<file path="config.mk">
export PLATFORM = sky130hd
export DESIGN_NAME = gpio_mmio
export DESIGN_NICKNAME = d
export VERILOG_FILES = /design/src/rtl/gpio_mmio.sv
export SDC_FILE = /design/constraint.sdc
export NUM_CORES = 1
export LEC_CHECK = 0
export CORE_ASPECT_RATIO = 0.6
export CORE_MARGIN = 2
export CORE_UTILIZATION = 41
export CTS_CLUSTER_SIZE = 25
export DETAILED_ROUTE_END_ITERATION = 10
export PLACE_DENSITY = 0.77
export SLEW_MARGIN = 20
export SYNTH_ARGS = -nofsm -noshare
export SYNTH_HDL_FRONTEND = slang
export SYNTH_SLANG_ARGS = --single-unit
</file>
<file path="constraint.sdc">
create_clock -name clk -period 1.3 [get_ports clk]
set_input_delay 0.195 -clock clk [delete_from_list [all_inputs] [get_ports clk]]
set_output_delay 0.195 -clock clk [all_outputs]
set_load 0.05 [all_outputs]
</file>
<file path="src/rtl/gpio_mmio.sv">
// Memory-mapped GPIO peripheral: output data/enable registers, synchronised inputs,
// atomic set/clear/toggle and edge-detect interrupts with sticky write-1-to-clear status.
module gpio_mmio #(
  parameter int               WIDTH       = 8,
  parameter int               SYNC_STAGES = 2,
  parameter logic [WIDTH-1:0] OUT_RESET   = '0
) (
  input  logic             clk,
  input  logic             reset_n,
  input  logic             sel_in,
  input  logic [31:0]      address_in,
  input  logic [3:0]       write_mask_in,
  input  logic [31:0]      write_value_in,
  output logic [31:0]      read_value_out,
  input  logic [WIDTH-1:0] gpio_in,
  output logic [WIDTH-1:0] gpio_out,
  output logic [WIDTH-1:0] gpio_oe,
  output logic             irq_out
);

  localparam logic [2:0] WARM_DONE = 3'(SYNC_STAGES + 1);

  localparam logic [3:0] REG_DATA_OUT   = 4'h0;
  localparam logic [3:0] REG_DIR        = 4'h1;
  localparam logic [3:0] REG_DATA_IN    = 4'h2;
  localparam logic [3:0] REG_SET        = 4'h3;
  localparam logic [3:0] REG_CLEAR      = 4'h4;
  localparam logic [3:0] REG_TOGGLE     = 4'h5;
  localparam logic [3:0] REG_RISE_EN    = 4'h6;
  localparam logic [3:0] REG_FALL_EN    = 4'h7;
  localparam logic [3:0] REG_IRQ_STATUS = 4'h8;

  logic [WIDTH-1:0] data_out_q, data_out_d;
  logic [WIDTH-1:0] dir_q, dir_d;
  logic [WIDTH-1:0] rise_en_q, rise_en_d;
  logic [WIDTH-1:0] fall_en_q, fall_en_d;
  logic [WIDTH-1:0] irq_status_q, irq_status_d;
  logic [WIDTH-1:0] prev_q, prev_d;
  logic [WIDTH-1:0] sync_q [SYNC_STAGES];
  logic [WIDTH-1:0] sync_d [SYNC_STAGES];
  logic [2:0]       warm_cnt_q, warm_cnt_d;
  logic [31:0]      read_value_q, read_value_d;

  logic [31:0]      lane_mask;
  logic [31:0]      wdata_masked;
  logic [WIDTH-1:0] wr_mask;
  logic [WIDTH-1:0] wr_data;
  logic [WIDTH-1:0] sync_in;
  logic [WIDTH-1:0] edge_event;
  logic [WIDTH-1:0] w1c;
  logic             wr_en;
  logic             warm_done;
  logic             unused_bits;

  // Bus: sel_in qualifies a single-cycle operation with no back-pressure; a non-zero
  // write_mask_in makes it a write, and read data is registered for the following cycle.
  assign lane_mask = {{8{write_mask_in[3]}}, {8{write_mask_in[2]}},
                      {8{write_mask_in[1]}}, {8{write_mask_in[0]}}};
  assign wdata_masked = write_value_in & lane_mask;
  assign wr_mask      = lane_mask[WIDTH-1:0];
  assign wr_data      = wdata_masked[WIDTH-1:0];
  assign wr_en        = sel_in & (|write_mask_in);
  assign sync_in      = sync_q[SYNC_STAGES-1];
  assign warm_done    = (warm_cnt_q == WARM_DONE);
  assign unused_bits  = ^{address_in[31:6], address_in[1:0], wdata_masked};

  // Edges are ignored until the synchroniser has flushed its post-reset contents.
  assign edge_event = warm_done ? ((sync_in & ~prev_q & rise_en_q) |
                                   (~sync_in & prev_q & fall_en_q)) : '0;

  always_comb begin
    read_value_d = '0;
    if (sel_in) begin
      case (address_in[5:2])
        REG_DATA_OUT:   read_value_d[WIDTH-1:0] = data_out_q;
        REG_DIR:        read_value_d[WIDTH-1:0] = dir_q;
        REG_DATA_IN:    read_value_d[WIDTH-1:0] = sync_in;
        REG_RISE_EN:    read_value_d[WIDTH-1:0] = rise_en_q;
        REG_FALL_EN:    read_value_d[WIDTH-1:0] = fall_en_q;
        REG_IRQ_STATUS: read_value_d[WIDTH-1:0] = irq_status_q;
        default:        read_value_d = '0;
      endcase
    end
  end

  always_comb begin
    data_out_d = data_out_q;
    dir_d      = dir_q;
    rise_en_d  = rise_en_q;
    fall_en_d  = fall_en_q;
    w1c        = '0;
    if (wr_en) begin
      case (address_in[5:2])
        REG_DATA_OUT:   data_out_d = (data_out_q & ~wr_mask) | wr_data;
        REG_DIR:        dir_d      = (dir_q & ~wr_mask) | wr_data;
        REG_SET:        data_out_d = data_out_q | wr_data;
        REG_CLEAR:      data_out_d = data_out_q & ~wr_data;
        REG_TOGGLE:     data_out_d = data_out_q ^ wr_data;
        REG_RISE_EN:    rise_en_d  = (rise_en_q & ~wr_mask) | wr_data;
        REG_FALL_EN:    fall_en_d  = (fall_en_q & ~wr_mask) | wr_data;
        REG_IRQ_STATUS: w1c        = wr_data;
        default:        ;
      endcase
    end
    // A new event outranks a simultaneous clear of the same bit.
    irq_status_d = (irq_status_q & ~w1c) | edge_event;
    warm_cnt_d   = warm_done ? warm_cnt_q : warm_cnt_q + 3'd1;
    prev_d       = sync_in;
  end

  always_comb begin
    sync_d[0] = gpio_in;
    for (int i = 1; i < SYNC_STAGES; i++) begin
      sync_d[i] = sync_q[i-1];
    end
  end

  always_ff @(posedge clk or negedge reset_n) begin
    if (!reset_n) begin
      data_out_q   <= OUT_RESET;
      dir_q        <= '0;
      rise_en_q    <= '0;
      fall_en_q    <= '0;
      irq_status_q <= '0;
      prev_q       <= '0;
      warm_cnt_q   <= '0;
      read_value_q <= '0;
      for (int i = 0; i < SYNC_STAGES; i++) begin
        sync_q[i] <= '0;
      end
    end else begin
      data_out_q   <= data_out_d;
      dir_q        <= dir_d;
      rise_en_q    <= rise_en_d;
      fall_en_q    <= fall_en_d;
      irq_status_q <= irq_status_d;
      prev_q       <= prev_d;
      warm_cnt_q   <= warm_cnt_d;
      read_value_q <= read_value_d;
      for (int i = 0; i < SYNC_STAGES; i++) begin
        sync_q[i] <= sync_d[i];
      end
    end
  end

  assign read_value_out = read_value_q;
  assign gpio_out       = data_out_q;
  assign gpio_oe        = dir_q;
  assign irq_out        = |irq_status_q;

endmodule

</file>
# Word-level counts from Yosys, hierarchy flattened

Cells that the tools add are included.

Memories: 0
Flip-flop bits (word level): 75
Logic and storage cells: 59
Bits in latches: 0
Bits in read-only memories: 0
RAM bits: 0
Input port bits: 79

Divide/modulo/power cells: 0
Multiply operators: 0
Bitwise logic cells: 25
Shift operators: 0
Add/subtract/negate cells: 1
Muxes and demuxes: 6
Reductions and logical operators: 8
Equal/unequal tests: 9
Order comparisons: 0

Operators with widths:

| cell                                                 | number |
|---|---|
| AND 8 bit                                            | 11 |
| OR 8 bit                                             | 7 |
| case mux 8 bit (6 select lines)                      | 1 |
| inverter 8 bit                                       | 5 |
| two-way mux 8 bit                                    | 4 |
| case mux 8 bit (4 select lines)                      | 1 |
| equality test 4 x 3 -> 1 bit (second input constant) | 4 |
| equality test 4 x 2 -> 1 bit (second input constant) | 2 |
| AND reduction 2 bit                                  | 4 |
| OR reduction 8 bit                                   | 1 |
| bitwise XOR 8 bit                                    | 1 |
| equality test 4 x 1 -> 1 bit (second input constant) | 1 |
| equality test 4 bit (second input constant)          | 1 |
| zero test 4 bit                                      | 1 |
| nonzero test 4 bit                                   | 1 |
| OR reduction 4 bit                                   | 1 |
| adder 3 x 1 -> 3 bit (second input constant)         | 1 |
| equality test 3 x 2 -> 1 bit (second input constant) | 1 |
| AND 1 bit                                            | 1 |

# Logic depth before layout (Yosys ltp)

Gate-level depths: netlist of the first run.

Word-level depth: 6
Mapped depth: 8
Gate-level depth less buffers: 6

# Least setup slack after synthesis of the first run

OpenSTA, ideal clock, no wires.

Path kind: register to register
Start point: register data_out_q[6] (netlist: gpio_out[6])
End point: register data_out_q[6] (netlist: gpio_out[6])
Required time: 1.179 ns
Cell stages (with the launch flop): 6
Arrival: 1.390 ns
Period minus slack after synthesis: 1.511 ns
Setup time: 0.121 ns
Setup slack: -0.211 ns
Path through: dfrtp_1 ha_1 nand2_1 o211ai_1 o21ai_0 a22o_2

Longest elaborated chain between the ends: 3

Ends and longest elaborated chain:

| element                             | RTL line | source |
|---|---|---|
| start: declaration                  | 33       | `logic [WIDTH-1:0] data_out_q, data_out_d;` |
| start signal: assignment            | 132      | `data_out_q <= data_out_d;` |
| AND 8 bit                           | 94       | `REG_DATA_OUT: data_out_d = (data_out_q & ~wr_mask) \| wr_data;` |
| OR 8 bit                            | 94       |  |
| case mux 8 bit (4 select lines) (*) | 93       | `case (address_in[5:2])` |

Mark *: on every way between the ends. The rest lies on a longest branch, timed or not.
A chain may end at the register's enable or synchronous reset.

# Worst setup path in the final report of the first run

Start point: register irq_status_q[3]
End point: output irq_out

Longest elaborated chain between the ends: 1

Ends and longest elaborated chain:

| element                  | RTL line | source |
|---|---|---|
| start: declaration       | 37       | `logic [WIDTH-1:0] irq_status_q, irq_status_d;` |
| start signal: assignment | 136      | `irq_status_q <= irq_status_d;` |
| OR reduction 8 bit       | 149      | `assign irq_out = \|irq_status_q;` |
| end: declaration         | 18       | `output logic irq_out` |

Every way passes these cells.

==> impl_results.md, run 1 <==
- WP buf/inv: 1
- Routability cong.: between 0.9 and 1
- DP Wirelength: between 6 and 7 mm
- DR iter-0 viols: between 200 and 300
- Layout cells sized above 1: 41.4%
- Period utilization: 118%
- Total congestion overflow: 0
- Post-route ant nets: 0
- Clock root buffer: clkbuf_16
- Top cells by area, synth: dfrtp_1 (52%), mux2_2 (8.7%), buf_4 (5.0%)
- TritonCTS clock tree: yes
- Area of the mapped netlist: 3630 um2
- Hold WC Path Type: in2reg
- Top delay family on crit path: simple AND/OR/NAND/NOR gates
- Commonest non-fill, non-tap cell in the layout: dfrtp_1
- Crit path kind: reg2out
- Synth cell types: 44
- Routed vias: ~2,900
- Hold slack: around 250 ps
- Critical Path Start Type: flip-flop
- Metal3 WL: ~960 um
- Top cell type's share of synthesized area: about half
- Skew-Pair Late Insertion Delay: 340 ps
- Crit-path slowest cell: dfrtp_1
- CP endpoint kind: output port
- Violated checks: setup timing
- H-tree depth: 3
- Synth Warn #: 0
- First-pass GRT wire length: between 15 and 20 mm
- Crit path DAT: ~1300 ps
- Min Clock Period, post-route: 1530 ps
- Fin. Hold Viols: 0
- Fin Setup TNS: -421 ps
- Global Route Usage Sum: a little over a fifth
- Die Ht: between 70 and 80 um
- DRT Wirelength: between 9 and 10 mm
- Leak Pwr: approximately 2.4 nW
- Number of fill cells: 676
- Syn_area_per_cell: about 12 um2
- Num CTS Buffers: 9
- Post-synth EDFFs: 0
- Outcome: complete, but fails checks
- Placed Instance Area: 4860 um2
- Peak Freq: approximately 650 MHz
- Final WS setup: -235 ps
- FP Rows: 26
- Worst Path Required: ~1100 ps
- Synth Flop Type: dfrtp_1
- Vias per inst: 5.42
- Worst-path fanout max: 2
- M1 WL: 4.26 mm
- Synth Instances: around 310
- Fin nets: 508
- Asr flop ratio synth: 100%
- PD cells: around 1400 nW/um2
- Unrepaired setup endpoints after global routing: yes
- Residual DRC count: 0
- Highest metal used: met4
- Max-capacitance violation count: 0
- Multi-input logic area: 1740 um2
- Die width: about 130 um
- Initial Utilization: a little over two fifths
- Clk buf depth: 2
- FF/Latch Area: ~1900 um2
- WL met2: roughly 4.7 mm
- First-pass iteration count of the detailed router: 5
- Crit-path max cell delay: 400 ps
- Area grow syn2layout: 49.4%
- Design area: 5430 um2
- Top-level I/O count: around 130
- Die Area: around 9700 um2
- Core ar.: 8560 um2
- Routed wire per std cell: 18.6 um
- Port Buffer Count: 51
- Cell Chain, Critical Path: nor4_2, nand2_1, buf_6
- Clock transition at the registers of the reported paths: ~60 ps
- Register area share after synthesis: 51.7%
- CTS Sinks: 75
- Maximum vdd drop: around 0.00083 V
- Antenna cells: 0
- Commonest cells after routing, fill and taps aside: dfrtp_1 (67), buf_4 (45), buf_12 (31)
- Largest net degree at the start of global routing: 36
- Worst Skew: about 3.5 ps
- Synth Register Bits: between 70 and 80
- Max Transition Viols Final: 0
- Cell taking the most area after synthesis: dfrtp_1
- Setup violations, final: 2
- Vias in the first global route: 2,961
- Initial antenna violation count: 0
-- final timing paths --
path | depth (start not counted) | to | startpoint | slack (ps)
max | 3 | irq_out | irq_status_q[3] | -230
min | 3 | read_value_out[7] | sel_in | 250
max reg2reg | 6 | read_value_out[7] | irq_status_q[7] | -190
min reg2reg | 0 | prev_d[3] | sync_d[3] | 350
max in group asynchronous | 3 | gpio_out[3] | reset_n | 480
min in group asynchronous | 2 | read_value_out[0] | reset_n | 310
-- cell type report --
type | count | share of cell area [%]
clock buffer | 11 | 4.29
clock inverter | 4 | 1.41
inverter | 3 | 0.207
multi-input combinational | 218 | 32.1
sequential | 75 | 34.8
tap | 112 | 2.58
timing repair buffer | 112 | 24.6
-- report_power, final --
part | switching, mW | total, mW | leakage [nW] | internal (mW)
Sequential | 0.336 | 2.98 | 0.892 | 2.64
Clock | 0.933 | 2.61 | 0.146 | 1.67
Combinational | 1.14 | 2.27 | 1.38 | 1.13
-- through the flow --
| stage | utilization [%] | total power [mW] | setup WS (ps) | instances |
|---|---|---|---|---|
| final | 63.4 | 7.85 | -235 | 535 |
| after global routing | 63.4 | 8.18 | -323 | 535 |
| after CTS | 62.7 | 7.78 | -266 | 531 |
| after detailed placement | 56.8 | 5.10 | -662 | 508 |
| after global placement | 56.8 | 5.03 | -594 | 508 |
| after floorplan | - | 4.07 | -58.5 | 335 |
-- worst reg2reg max path: stages (launching register included) --
cell and delay (ps):
dfrtp_1 420, buf_4 150, buf_4 130, mux2_4 260
a22oi_2 160, o22ai_1 120, and2_4 150
-- kinds of logic (layout without fill, tap and decap cells) --
family,Yosys count,count (layout),synth area share (%)
multiplexers,30,30,9.23
other,1,24,0.103
XOR/XNOR,2,2,0.482
adder cells (fa/ha/maj),10,10,3.44
AND/OR/NAND/NOR,79,79,12.2
buffers and inverters,42,130,8.20
flip-flops,75,75,51.7
AO/OA/AOI/OAI,73,73,14.7
-- what timing repair did --
action / 4_1_cts / 5_1_grt
gates resized for setup: 36 / 32
cloned: 1 / 0
setup buffers: 6 / 4
endpoints found under the hold margin: 20 / 0
pin swaps: 12 / 3
hold buffers: 1 / 0
endpoints found under the setup margin: 49 / 47
-- per-layer routing --
metal / up-vias / global-route usage [%]
met5: - / 0
met4: 0 / 5.00
met3: 13 / 8.58
met2: 152 / 33.3
met1: 1425 / 29.2
li1: 1308 / -
-- Yosys cell counts (all sizes together), types with 3 or more instances --
cell type and n:
ha 10, clkbuf 9, dfrtp 75, nor2 10, nand2 24, a22oi 8
nor2b 13, o211ai 3, nand3b 9, a22o 16, nor3 3, a221oi 10
buf 30, nand3 9, o2bb2ai 5, o21ai 23, mux2 28
No activity file was read; power rests on OpenSTA's default activity.
==> run 2: changes to the inputs <==
CORE_UTILIZATION = 49   (was 41)
PLACE_DENSITY = 0.86   (was 0.77)
RECOVER_POWER = 25   (was unset)
clock period = 1.96 ns   (was 1.3 ns; I/O delays follow)
==> run 2 against run 1 <==
- the flow now finishes without violations
- wire length down 11%
- largest power group unchanged
- critical endpoint is now gpio_out[6]
- critical path depth down 2
- count of clock-buffer cells in the layout unchanged
- global-route usage up 1.5 points
- highest routed layer unchanged
- first-iteration DRC count down 25%
- die area down 16%
- largest cell class unchanged
- clock power down 34%
- worst setup slack better by 290 ps
- final cell count down 6.5%
- via count down 4.5%
==> impl_results.md, run 2 (same netlist as run 1, synthesis figures left out) <==
- Cell Chain, Critical Path: clkdlybuf4s50_1
- Sw power: 1.50 mW
- Hold WC Path Type: reg2reg
- Die Ht: between 70 and 80 um
- Reg2reg path depth: 3
- Fin nets: 480
- First-pass GRT wire length: about 14 mm
- Vias per inst: 5.54
- Clk buf depth: 2
- Switching share of power: about a third
- DP Wirelength: around 6.4 mm
- Clock transition at the registers of the reported paths: about 60 ps
- Peak Freq: about 530 MHz
- Worst reg-to-reg setup slack: 460 ps
- Initial Utilization: about half
- TritonCTS clock tree: yes
- Reg-to-reg critical path startpoint: warm_cnt_q[0]
- FP Rows: 24
- Commonest non-fill, non-tap cell in the layout: dfrtp_1
- Number of fill cells: approximately 560
- Post-route ant nets: 0
- Total congestion overflow: 0
- Hold endpoint: prev_d[5]
- Hold Path Depth: 0
- Antenna cells: 0
- First-pass iteration count of the detailed router: 4
- Max Transition Viols Final: 0
- Worst slew pin tran: about 810 ps
- Highest metal used: met4
- Crit path DAT: between 1500 and 2000 ps
- DRT Wirelength: 8.83 mm
- Outcome: completed
- Top-level I/O count: 128
- Metal3 WL: between 700 and 800 um
- CP endpoint kind: output port
- Die Area: 8140 um2
- Leak Pwr: slightly above 2 nW
- Crit-path slowest cell: clkdlybuf4s50_1
- Max-slew headroom: between 40% and 50%
- Die width: approximately 120 um
- Hold Startpoint: sync_d[5]
- Clock root buffer: clkbuf_16
- Critical R2R Capture: warm_cnt_q[1]
- Multi-input logic area: 1550 um2
- Core Util, Final: between 60% and 70%
- H-tree depth: 3
- Num CTS Buffers: 9
- Worst Skew: around 6.7 ps
- Min Clock Period, post-route: 1900 ps
- Commonest cells after routing, fill and taps aside: dfrtp_1 (75), clkdlybuf4s50_1 (41), buf_4 (29)
- Maximum vdd drop: 0.000518 V
- Critical Path Start Type: flip-flop
- Port Buffer Count: 51
- Clk pwr share: a little over a third
- Period utilization: a little over nine tenths
- Core ar.: a little over 7000 um2
- FF/Latch Area: roughly 1900 um2
- Largest net degree at the start of global routing: 33
- Area grow syn2layout: 28.8%
- CTS Sinks: 75
- Crit path kind: reg2out
- Worst Path Required: between 1500 and 2000 ps
- Skew-Pair Late Insertion Delay: 340 ps
- Post-CTS sizing: 0
- Routed vias: between 2,000 and 3,000
- Residual DRC count: 0
- Layout cells sized above 1: ~22%
- Crit-path max cell delay: 830 ps
- Pint: 3.24 mW
- Unrepaired setup endpoints after global routing: no
- Top delay family on crit path: buffers and inverters
- Initial antenna violation count: 0
- WP buf/inv: 1
- Max-capacitance violation count: 0
- M1 WL: roughly 3.9 mm
- Hold buffer count at CTS: 1
- Routed wire per std cell: 17.7 um
- Setup violations, final: 0
- Routability cong.: 0.906
- Flop pwr share: 40.4%
- Setup Fix Bufs, Post-CTS: 0
- Fin. Hold Viols: 0
- WL met2: a little over 4 mm
- Combinational power share: around a quarter
- Hold slack: ~350 ps
- PD cells: roughly 1000 nW/um2
- Worst-path fanout max: 4
- Vias in the first global route: approximately 2,800
- Global Route Usage Sum: between 20% and 30%
- DR iter-0 viols: ~200
==> run 2: cell count changes in the layout (fill, tap and decap cells not counted), sizes merged, moves of 3 or more <==
cell and change:
dlygate4sd3 +8, buf -53, clkdlybuf4s50 +32, dlymetal6s2s -6, dlygate4sd2 -5, clkbuf -3
==> run 2: worst max path at each step <==
stage	start	endpoint	slack (ps)	depth (start not counted)
final	gpio_out[6]	gpio_out[6]	60	1
after global routing	gpio_out[3]	gpio_out[3]	30	1
after CTS	gpio_out[6]	gpio_out[6]	50	1
after detailed placement	sel_in	gpio_out[0]	-220	5
after global placement	sel_in	gpio_out[7]	-180	5
after floorplan	write_mask_in[0]	gpio_out[5]	370	8
==> run 2: layout make-up <==
type	count	share of cell area (%)
Clock buffer	11	5.40
Clock inverter	5	1.28
Inverter	3	0.241
Multi-Input combinational cell	218	33.0
Sequential cell	75	40.1
Tap cell	104	2.78
Timing Repair Buffer	84	17.2
==> run 2: power by group through the flow <==
| stage | clock, mW | sequential, mW | combinational [mW] |
|---|---|---|---|
| 2_1_floorplan | 0 | 2.17 | 0.485 |
| 3_3_place_gp | 0 | 1.93 | 1.07 |
| 3_5_place_dp | 0 | 1.94 | 1.10 |
| 4_1_cts | 1.74 | 1.92 | 1.11 |
| 5_1_grt | 1.81 | 1.94 | 1.18 |
| 6_report | 1.72 | 1.92 | 1.11 |
==> run 2: routing by layer <==
layer	up-vias	track usage (%)
met5	-	0
li1	1253	-
met3	17	7.97
met2	119	35.8
met4	0	8.03
met1	1380	31.0
==> run 2: metrics by stage <==
step                setup TNS, ps  total power, mW  cell area [um2]  cells  setup WS [ps]
floorplan                       0             2.65             3720    335            373
global placement            -2430             3.00             4360    483           -180
detailed placement          -3990             3.05             4360    483           -215
CTS                             0             4.77             4680    500           50.9
global route                    0             4.94             4680    500           25.9
finish                          0             4.74             4680    500           59.3
==> run 3: changes to the inputs <==
TNS_END_PERCENT = 10   (was unset)
==> results of run 3 <==
No change in the layout: final DEF, timing and power equal those of run 2.
